<file path="config.mk">
export PLATFORM = sky130hd
export DESIGN_NAME = ddr3_ps_ctrl
export DESIGN_NICKNAME = d
export VERILOG_FILES = /design/src/rtl/ddr3_pkg.sv /design/src/rtl/ddr3_ps_timer.sv /design/src/rtl/ddr3_ps_ctrl.sv
export SDC_FILE = /design/constraint.sdc
export NUM_CORES = 1
export LEC_CHECK = 0
export BUFFER_PORTS_ARGS = -buffer_cell sky130_fd_sc_hd__clkbuf_2
export CORE_UTILIZATION = 32
export CTS_CLUSTER_DIAMETER = 80
export DETAILED_ROUTE_END_ITERATION = 8
export GPL_ROUTABILITY_DRIVEN = 0
export PLACE_DENSITY_LB_ADDON = 0.05
export SYNTH_ARGS = -nofsm -noshare
export SYNTH_HDL_FRONTEND = slang
export SYNTH_SLANG_ARGS = --single-unit
</file>
<file path="constraint.sdc">
create_clock -name clk_app -period 5 [get_ports clk_app]
set_input_delay 0.25 -clock clk_app [delete_from_list [all_inputs] [get_ports clk_app]]
set_output_delay 0.25 -clock clk_app [all_outputs]
set_load 0.005 [all_outputs]
</file>
<file path="src/rtl/ddr3_pkg.sv">
// Shared types and default parameters for the DDR3 MMCM fine-phase-shift sequencer.
package ddr3_pkg;

    typedef enum logic [2:0] {
        S_IDLE,
        S_CHECK,
        S_PULSE,
        S_WAIT,
        S_GAP
    } ps_state_e;

    localparam int DEF_TAP_W   = 10;
    localparam int DEF_PS_MIN  = -448;
    localparam int DEF_PS_MAX  = 447;
    localparam int DEF_TIMEOUT = 64;
    localparam int DEF_GAP     = 4;

    function automatic int max2(input int a, input int b);
        return (a > b) ? a : b;
    endfunction

endpackage

</file>
<file path="src/rtl/ddr3_ps_timer.sv">
// Loadable down-counter shared by the PSDONE timeout and the inter-step gap.
module ddr3_ps_timer #(
    parameter int W = 8
) (
    input  logic         clk_i,
    input  logic         rst_ni,
    input  logic         load_i,
    input  logic [W-1:0] load_val_i,
    input  logic         en_i,
    output logic         expired_o
);

    logic [W-1:0] cnt_q;

    // A load takes priority over counting so a phase can re-arm in the cycle it ends.
    always_ff @(posedge clk_i or negedge rst_ni) begin
        if (!rst_ni) begin
            cnt_q <= '0;
        end else if (load_i) begin
            cnt_q <= load_val_i;
        end else if (en_i && (cnt_q != '0)) begin
            cnt_q <= cnt_q - 1'b1;
        end
    end

    assign expired_o = en_i && (cnt_q == '0);

endmodule

</file>
<file path="src/rtl/ddr3_ps_ctrl.sv">
// Walks the DDR3 clock MMCM one fine-phase tap at a time toward a clamped signed target.
module ddr3_ps_ctrl
    import ddr3_pkg::*;
#(
    parameter int TAP_W   = DEF_TAP_W,
    parameter int PS_MIN  = DEF_PS_MIN,
    parameter int PS_MAX  = DEF_PS_MAX,
    parameter int TIMEOUT = DEF_TIMEOUT,
    parameter int GAP     = DEF_GAP
) (
    input  logic                    clk_app,
    input  logic                    sys_rst_n,
    input  logic                    mmcm_locked,
    input  logic                    req_valid,
    input  logic signed [TAP_W-1:0] req_target,
    output logic                    req_ready,
    output logic                    busy,
    output logic                    done,
    output logic                    err,
    output logic signed [TAP_W-1:0] cur_tap,
    output logic                    PSEN,
    output logic                    PSINCDEC,
    input  logic                    PSDONE
);

    localparam int CNT_W = $clog2(max2(TIMEOUT, GAP)) + 1;
    localparam logic [CNT_W-1:0] TO_LOAD  = CNT_W'(TIMEOUT - 1);
    localparam logic [CNT_W-1:0] GAP_LOAD = CNT_W'(GAP - 1);
    localparam logic signed [TAP_W-1:0] MIN_TAP = TAP_W'(PS_MIN);
    localparam logic signed [TAP_W-1:0] MAX_TAP = TAP_W'(PS_MAX);
    localparam logic [TAP_W-1:0] ONE = {{(TAP_W-1){1'b0}}, 1'b1};

    ps_state_e state_q, state_d;
    logic signed [TAP_W-1:0] cur_tap_q, cur_tap_d;
    logic signed [TAP_W-1:0] tgt_q, tgt_d;
    logic signed [TAP_W-1:0] clamped;
    logic incdec_q, incdec_d;
    logic err_q, err_d;
    logic tmr_load, tmr_en, tmr_exp;
    logic [CNT_W-1:0] tmr_val;

    always_comb begin
        clamped = req_target;
        if (req_target < MIN_TAP) begin
            clamped = MIN_TAP;
        end else if (req_target > MAX_TAP) begin
            clamped = MAX_TAP;
        end
    end

    ddr3_ps_timer #(.W(CNT_W)) u_timer (
        .clk_i      (clk_app),
        .rst_ni     (sys_rst_n),
        .load_i     (tmr_load),
        .load_val_i (tmr_val),
        .en_i       (tmr_en),
        .expired_o  (tmr_exp)
    );

    // Lock loss overrides everything: an MMCM reset discards the accumulated phase.
    always_comb begin
        state_d   = state_q;
        cur_tap_d = cur_tap_q;
        tgt_d     = tgt_q;
        incdec_d  = incdec_q;
        err_d     = err_q;
        done      = 1'b0;
        tmr_load  = 1'b0;
        tmr_val   = TO_LOAD;
        tmr_en    = 1'b0;
        if (!mmcm_locked) begin
            cur_tap_d = '0;
            state_d   = S_IDLE;
            if (state_q != S_IDLE) begin
                err_d = 1'b1;
                done  = 1'b1;
            end
        end else begin
            case (state_q)
                S_IDLE: begin
                    if (req_valid) begin
                        tgt_d   = clamped;
                        err_d   = 1'b0;
                        state_d = S_CHECK;
                    end
                end
                S_CHECK: begin
                    if (cur_tap_q == tgt_q) begin
                        done    = 1'b1;
                        state_d = S_IDLE;
                    end else begin
                        incdec_d = (tgt_q > cur_tap_q);
                        state_d  = S_PULSE;
                    end
                end
                S_PULSE: begin
                    tmr_load = 1'b1;
                    tmr_val  = TO_LOAD;
                    state_d  = S_WAIT;
                end
                S_WAIT: begin
                    tmr_en = 1'b1;
                    // PSDONE arriving in the expiry cycle still counts as a completed step.
                    if (PSDONE) begin
                        cur_tap_d = incdec_q ? (cur_tap_q + ONE) : (cur_tap_q - ONE);
                        tmr_load  = 1'b1;
                        tmr_val   = GAP_LOAD;
                        state_d   = S_GAP;
                    end else if (tmr_exp) begin
                        err_d   = 1'b1;
                        done    = 1'b1;
                        state_d = S_IDLE;
                    end
                end
                S_GAP: begin
                    tmr_en = 1'b1;
                    if (tmr_exp) begin
                        state_d = S_CHECK;
                    end
                end
                default: state_d = S_IDLE;
            endcase
        end
    end

    always_ff @(posedge clk_app or negedge sys_rst_n) begin
        if (!sys_rst_n) begin
            state_q   <= S_IDLE;
            cur_tap_q <= '0;
            tgt_q     <= '0;
            incdec_q  <= 1'b0;
            err_q     <= 1'b0;
        end else begin
            state_q   <= state_d;
            cur_tap_q <= cur_tap_d;
            tgt_q     <= tgt_d;
            incdec_q  <= incdec_d;
            err_q     <= err_d;
        end
    end

    assign req_ready = (state_q == S_IDLE) && mmcm_locked;
    assign busy      = (state_q != S_IDLE);
    assign err       = err_q;
    assign cur_tap   = cur_tap_q;
    assign PSEN      = (state_q == S_PULSE) && mmcm_locked;
    assign PSINCDEC  = incdec_q;

endmodule
</file>
==> results.json, run 1 <==
{
  "p_per_area_nw_per_um2": 385,
  "synth_top_area_cell": "dfrtp_1",
  "synth_top_cell_area_share_pct": 36.2,
  "tightestPinTransition_ps": 873,
  "start_util_pct": 34.1,
  "path_class": "reg2out",
  "drt-vias-per-instance": 5.35,
  "fin_ws_ps": 2630,
  "max-cap-violations": 0,
  "synth_edf_count": 0,
  "cts_tree": "yes",
  "drt-initial-drc-count": 59,
  "arrival_ps": 2120,
  "num_rows": 29,
  "grt_pass1_wl_um": 9040,
  "final_area_um2": 2530,
  "track_usage_pct": 15.9,
  "die-area_um2": 7250,
  "rr_endpoint": "cur_tap[8]$_DFFE_PN0P_",
  "finalMaxSlewViolations": 0,
  "max-vdd-ir-drop_v": 0.000143,
  "end_kind": "output pin",
  "hold_viol_final": 0,
  "fp.coreArea_um2": 6490,
  "post_cts_buffers": 0,
  "synthArstFlopShare_pct": 100,
  "fmax_mhz": 423,
  "placement.io_buffers": 30,
  "synthToLayoutAreaGrowth_pct": 14.3,
  "p_leak_uw": 0.00120,
  "crit_path_start": "u_timer.cnt_q[0]$_DFFE_PN0P_",
  "antenna_found_initial": 0,
  "place_area_um2": 2440,
  "post-place-ws_ps": 2810,
  "final_antenna_net_count": 0,
  "ctsRootBufferMaster": "clkbuf_8",
  "grt_pass1_vias": 1754,
  "clk_pin_slew_ps": 70,
  "gr-total-overflow": 0,
  "syn_inst": 239,
  "clock_path_buffers": 2,
  "crit_chain": "inv_1 -> ha_1 -> nor3b_1 -> nand2_1 -> nor3_1 -> a21oi_1 -> o22ai_1 -> clkbuf_2",
  "max-slew-margin-rel_pct": 41.8,
  "crit_path_end": "done",
  "setup_viol_count_final": 0,
  "nets": 307,
  "postCtsHoldBufs": 0,
  "dp_hpwl_um": 3900,
  "synth_area_per_cell_um2": 9.26,
  "cpLargestDelayFamily": "simple AND/OR/NAND/NOR gates",
  "synth_seq_area_share_pct": 36.2,
  "n_antenna_cell": 0,
  "numClockSinks": 32,
  "fin_crit_ps": 2370,
  "reg2reg_slack_ps": 2780,
  "critPathBufInv": 2,
  "synth_cell_types": 49,
  "cts_resized": 0,
  "die_y_um": 85.1,
  "ios": 31,
  "ys_ff_latch": 32,
  "synth.area.top_cells": "dfrtp_1 (36%), ha_1 (11%), a22o_1 (4.8%)",
  "die_x_um": 85.1,
  "drc": 0,
  "synth_nets": 275,
  "cp.required_ps": 4750,
  "rsz0062_at_grt": "no",
  "crit_cells": 8,
  "vias": 1868,
  "reg2reg_depth": 7,
  "cts_buffers": 5,
  "fin_skew_ps": 3.45,
  "cp_max_fo": 5,
  "drt_first_pass_iters": 4,
  "grt_max_degree": 33,
  "final.period_utilization_pct": 47.3,
  "synth_ff_type": "dfrtp_1",
  "synth_warnings": 0,
  "r2r_start": "PSINCDEC$_DFFE_PN0P_",
  "p_total_uw": 973,
  "clock_latency_ps": 280,
  "synth_most_common_cell": "dfrtp_1",
  "tns_ps": 0,
  "crit_slowest_cell": "dfrtp_1",
  "ctsHtreeMaxLevel": 2,
  "netlist_top_cells_count": "dfrtp_1 (32), ha_1 (20), inv_1 (20)",
  "crit_path_start_kind": "register",
  "worstHoldPathType": "in2async",
  "synth_area_um2": 2210,
  "layout-drive-gt1-share_pct": 16.5,
  "status": "completed",
  "max_stage_delay_ps": 380,
  "avgRoutedWirePerCell_um": 15.2,
  "wl_um": 5300
}
==> per-layer routing <==
metal | GRT usage, % | part of all wire, % | vias up
met5 | 0 | 0 | -
met4 | 4.62 | 1.1 | 0
met3 | 3.40 | 4.4 | 4
met2 | 22.4 | 41 | 37
met1 | 24.3 | 54 | 877
li1 | - | - | 950
==> worst min path at each step <==
stage	startpoint	endpoint	slack, ps
finish	sys_rst_n	cur_tap[2]$_DFFE_PN0P_	70
global placement	sys_rst_n	cur_tap[1]$_DFFE_PN0P_	430
floorplan	sys_rst_n	PSINCDEC$_DFFE_PN0P_	-50
CTS	sys_rst_n	cur_tap[2]$_DFFE_PN0P_	110
detailed placement	sys_rst_n	cur_tap[2]$_DFFE_PN0P_	420
global route	sys_rst_n	state_q[0]$_DFFE_PN0P_	140
==> cells by family (layout without fill, tap and decap cells) <==
logic type	after synthesis	count (layout)	share of synthesized area, %
multiplexers	5	5	2.55
XOR/XNOR	9	9	3.56
flip-flops	32	32	36.2
adder cells (fa/ha/maj)	21	21	12.2
AO/OA/AOI/OAI	80	80	24.2
AND/OR/NAND/NOR	67	67	16.9
buffers and inverters	25	58	4.41
==> worst reg2reg max path: cells and delay by family, from the launching register on <==
| kind | cells | cell delay [ps] |
|---|---|---|
| DFF | 1 | 420 |
| adders and majority gates | 1 | 470 |
| buffers and inverters | 1 | 210 |
| AOI/OAI and AO/OA | 4 | 900 |
| xor gates and xnor gates | 1 | 100 |
==> per-stage QoR <==
stage	cells	util [%]	hold slack, ps
finish	349	38.9	70.1
detailed placement	341	37.5	421
global placement	341	37.5	433
floorplan	239	-	-45.6
global route	349	38.9	142
CTS	349	38.9	110
==> layout by cell type (no fill, tap or decap), types with 2 or more instances in the layout <==
cell type,instances
inv_1,20
a21o_1,8
xnor2_1,7
mux2_1,4
clkbuf_8,6
ha_1,20
xor2_1,2
nand2_1,13
clkbuf_2,30
o21a_1,2
o21ai_0,14
a22o_1,12
nor3_1,6
and4_1,2
a31oi_1,4
and3_1,2
a211oi_1,2
o21ai_1,11
o22ai_1,2
nor3b_1,2
nand2b_1,6
dfrtp_1,32
clkinv_2,2
nand4_1,7
a21oi_1,14
nor2_1,13
and4b_1,2
nand3_1,5
==> power breakdown <==
| group | internal (uW) | switching (uW) |
|---|---|---|
| registers | 319 | 61.3 |
| clock network | 110 | 100 |
| logic | 171 | 212 |
| total | 600 | 374 |
==> flip-flops by register name, indices dropped and copies added, names as in the netlist <==
| name | cells |
|---|---|
| PSINCDEC | 1 |
| state_q | 3 |
| u_timer.cnt_q | 7 |
| cur_tap | 10 |
| err | 1 |
| tgt_q | 10 |
==> layout make-up <==
| cell class | count | area, um^2 |
|---|---|---|
| Fill cell | 662 | 3970 |
| Clock buffer | 6 | 82.6 |
| Tap cell | 77 | 96.3 |
| Inverter | 20 | 75.1 |
| Clock inverter | 2 | 10.0 |
| Sequential cell | 32 | 801 |
| Timing Repair Buffer | 30 | 150 |
| Multi-Input combinational cell | 182 | 1310 |
(Power assumes the default switching activity.)
==> inputs of run 2 (changes only) <==
clock period = 2.35 ns   (was 5 ns; I/O delays follow)
==> results.json, run 2 (synthesis results as in run 1) <==
{
  "crit_path_start": "PSINCDEC$_DFFE_PN0P_",
  "top_usage_layer": "met2",
  "drt-initial-drc-count": 48,
  "reg2reg_slack_ps": 180,
  "die-area_um2": 7250,
  "grt_max_degree": 33,
  "end_kind": "register",
  "n_fill_cell": 677,
  "hold_ws_ps": 87.7,
  "use_met1_pct": 23.3,
  "antenna_found_initial": 0,
  "layout_commonest_cell": "dfrtp_1",
  "max-vdd-ir-drop_v": 0.000240,
  "arrival_ps": 2340,
  "r2r_start": "PSINCDEC$_DFFE_PN0P_",
  "fin_skew_ps": 6.04,
  "placement.io_buffers": 30,
  "grt_pass1_vias": 1786,
  "clock_path_buffers": 2,
  "ctsHtreeMaxLevel": 2,
  "hp-start": "req_target[8]",
  "layout-drive-gt1-share_pct": 18.3,
  "die_x_um": 85.1,
  "met3_usage_pct": 4.18,
  "cts_tree": "yes",
  "p_per_area_nw_per_um2": 812,
  "ctsRootBufferMaster": "clkbuf_8",
  "fin_crit_ps": 2170,
  "setup_viol_count_final": 0,
  "fmax_mhz": 461,
  "nets": 313,
  "avgRoutedWirePerCell_um": 15.4,
  "drt-vias-per-instance": 5.31,
  "wl_um": 5460,
  "start_util_pct": 34.1,
  "final_cells": 355,
  "finalMaxSlewViolations": 0,
  "final.period_utilization_pct": 92.3,
  "tns_ps": 0,
  "tightestPinTransition_ps": 884,
  "num_rows": 29,
  "grt_pass1_wl_um": 9030,
  "dp_hpwl_um": 4040,
  "numClockSinks": 32,
  "cp_max_fo": 11,
  "fp.coreArea_um2": 6490,
  "met2_usage_pct": 23.8,
  "drc": 0,
  "crit_path_start_kind": "register",
  "rsz0062_at_grt": "no",
  "hold_viol_final": 0,
  "path_class": "reg2reg",
  "max-cap-violations": 0,
  "p_leak_uw": 0.00124,
  "track_usage_pct": 16.2,
  "ios": 31,
  "most-common-layout-cells": "dfrtp_1 (32), clkbuf_2 (30), inv_1 (20), ha_1 (20)",
  "status": "completed",
  "drt_first_pass_iters": 4,
  "worstHoldPathType": "in2reg",
  "dp_cells": 346,
  "final_antenna_net_count": 0,
  "clock_latency_ps": 280,
  "synthToLayoutAreaGrowth_pct": 16.7,
  "cts_buffers": 5,
  "die_y_um": 85.1,
  "p_total_uw": 2090,
  "n_antenna_cell": 0,
  "gr-total-overflow": 0,
  "max-slew-margin-rel_pct": 41.1,
  "clk_pin_slew_ps": 70,
  "cp.required_ps": 2530,
  "final_util_pct": 39.7,
  "vias": 1885
}
run 2: changes by cell type in the layout (fill, tap and decap cells not counted), sizes merged:
cell,change
buf,+5
dlygate4sd3,+1
run 2: power breakdown:
group          total (uW)  internal (uW)  switching, uW
clock                 443            234            209
combinational         856            380            476
sequential            796            679            118
total                2090           1290            802
run 2: metrics by stage:
stage               setup WS [ps]  cell area (um^2)
floorplan                     334              2210
global placement              221              2470
detailed placement            199              2470
CTS                          77.4              2580
global route                 1.03              2580
finish                        181              2580
run 2: layer usage:
layer  share of wire [%]  wire, um  vias up
met5                   0         0        -
met4                 1.7        91        0
met3                 4.7       257        7
met2                  42      2280       40
met1                  52      2830      874
li1                    -         -      964
run 2: cell type report:
| type | count | area (um^2) | area share [%] |
|---|---|---|---|
| clock buffer | 6 | 82.6 | 3.20 |
| multi-input combinational | 182 | 1320 | 51.1 |
| inverter | 20 | 75.1 | 2.91 |
| sequential | 32 | 801 | 31.0 |
| tap | 77 | 96.3 | 3.73 |
| clock inverter | 2 | 10.0 | 0.388 |
| timing repair buffer | 36 | 198 | 7.66 |
run 2: repair_timing:
item,CTS,global route
resized for setup,0,1
buffers inserted,0,0
hold buffers,1,0
hold endpoints to repair,32,0
setup endpoints to repair,0,1
run 2: path summary, 6_finish.rpt:
check / endpoint / cells past startpoint
worst min register to register: tgt_q[2]$_DFFE_PN0P_ / 2
min in group asynchronous: cur_tap[8]$_DFFE_PN0P_ / 2
worst max register to register: cur_tap[8]$_DFFE_PN0P_ / 7
max in group asynchronous: tgt_q[9]$_DFFE_PN0P_ / 2
worst max-delay path: cur_tap[8]$_DFFE_PN0P_ / 7
worst min-delay path: tgt_q[8]$_DFFE_PN0P_ / 2
run 2: worst max-delay path, cell delays in order, from the launching register on:
cell,delay (ps)
dfrtp_1,350
inv_1,190
fa_1,480
a211oi_1,280
o21ai_1,140
a221oi_1,330
xnor2_1,100
a22o_1,180
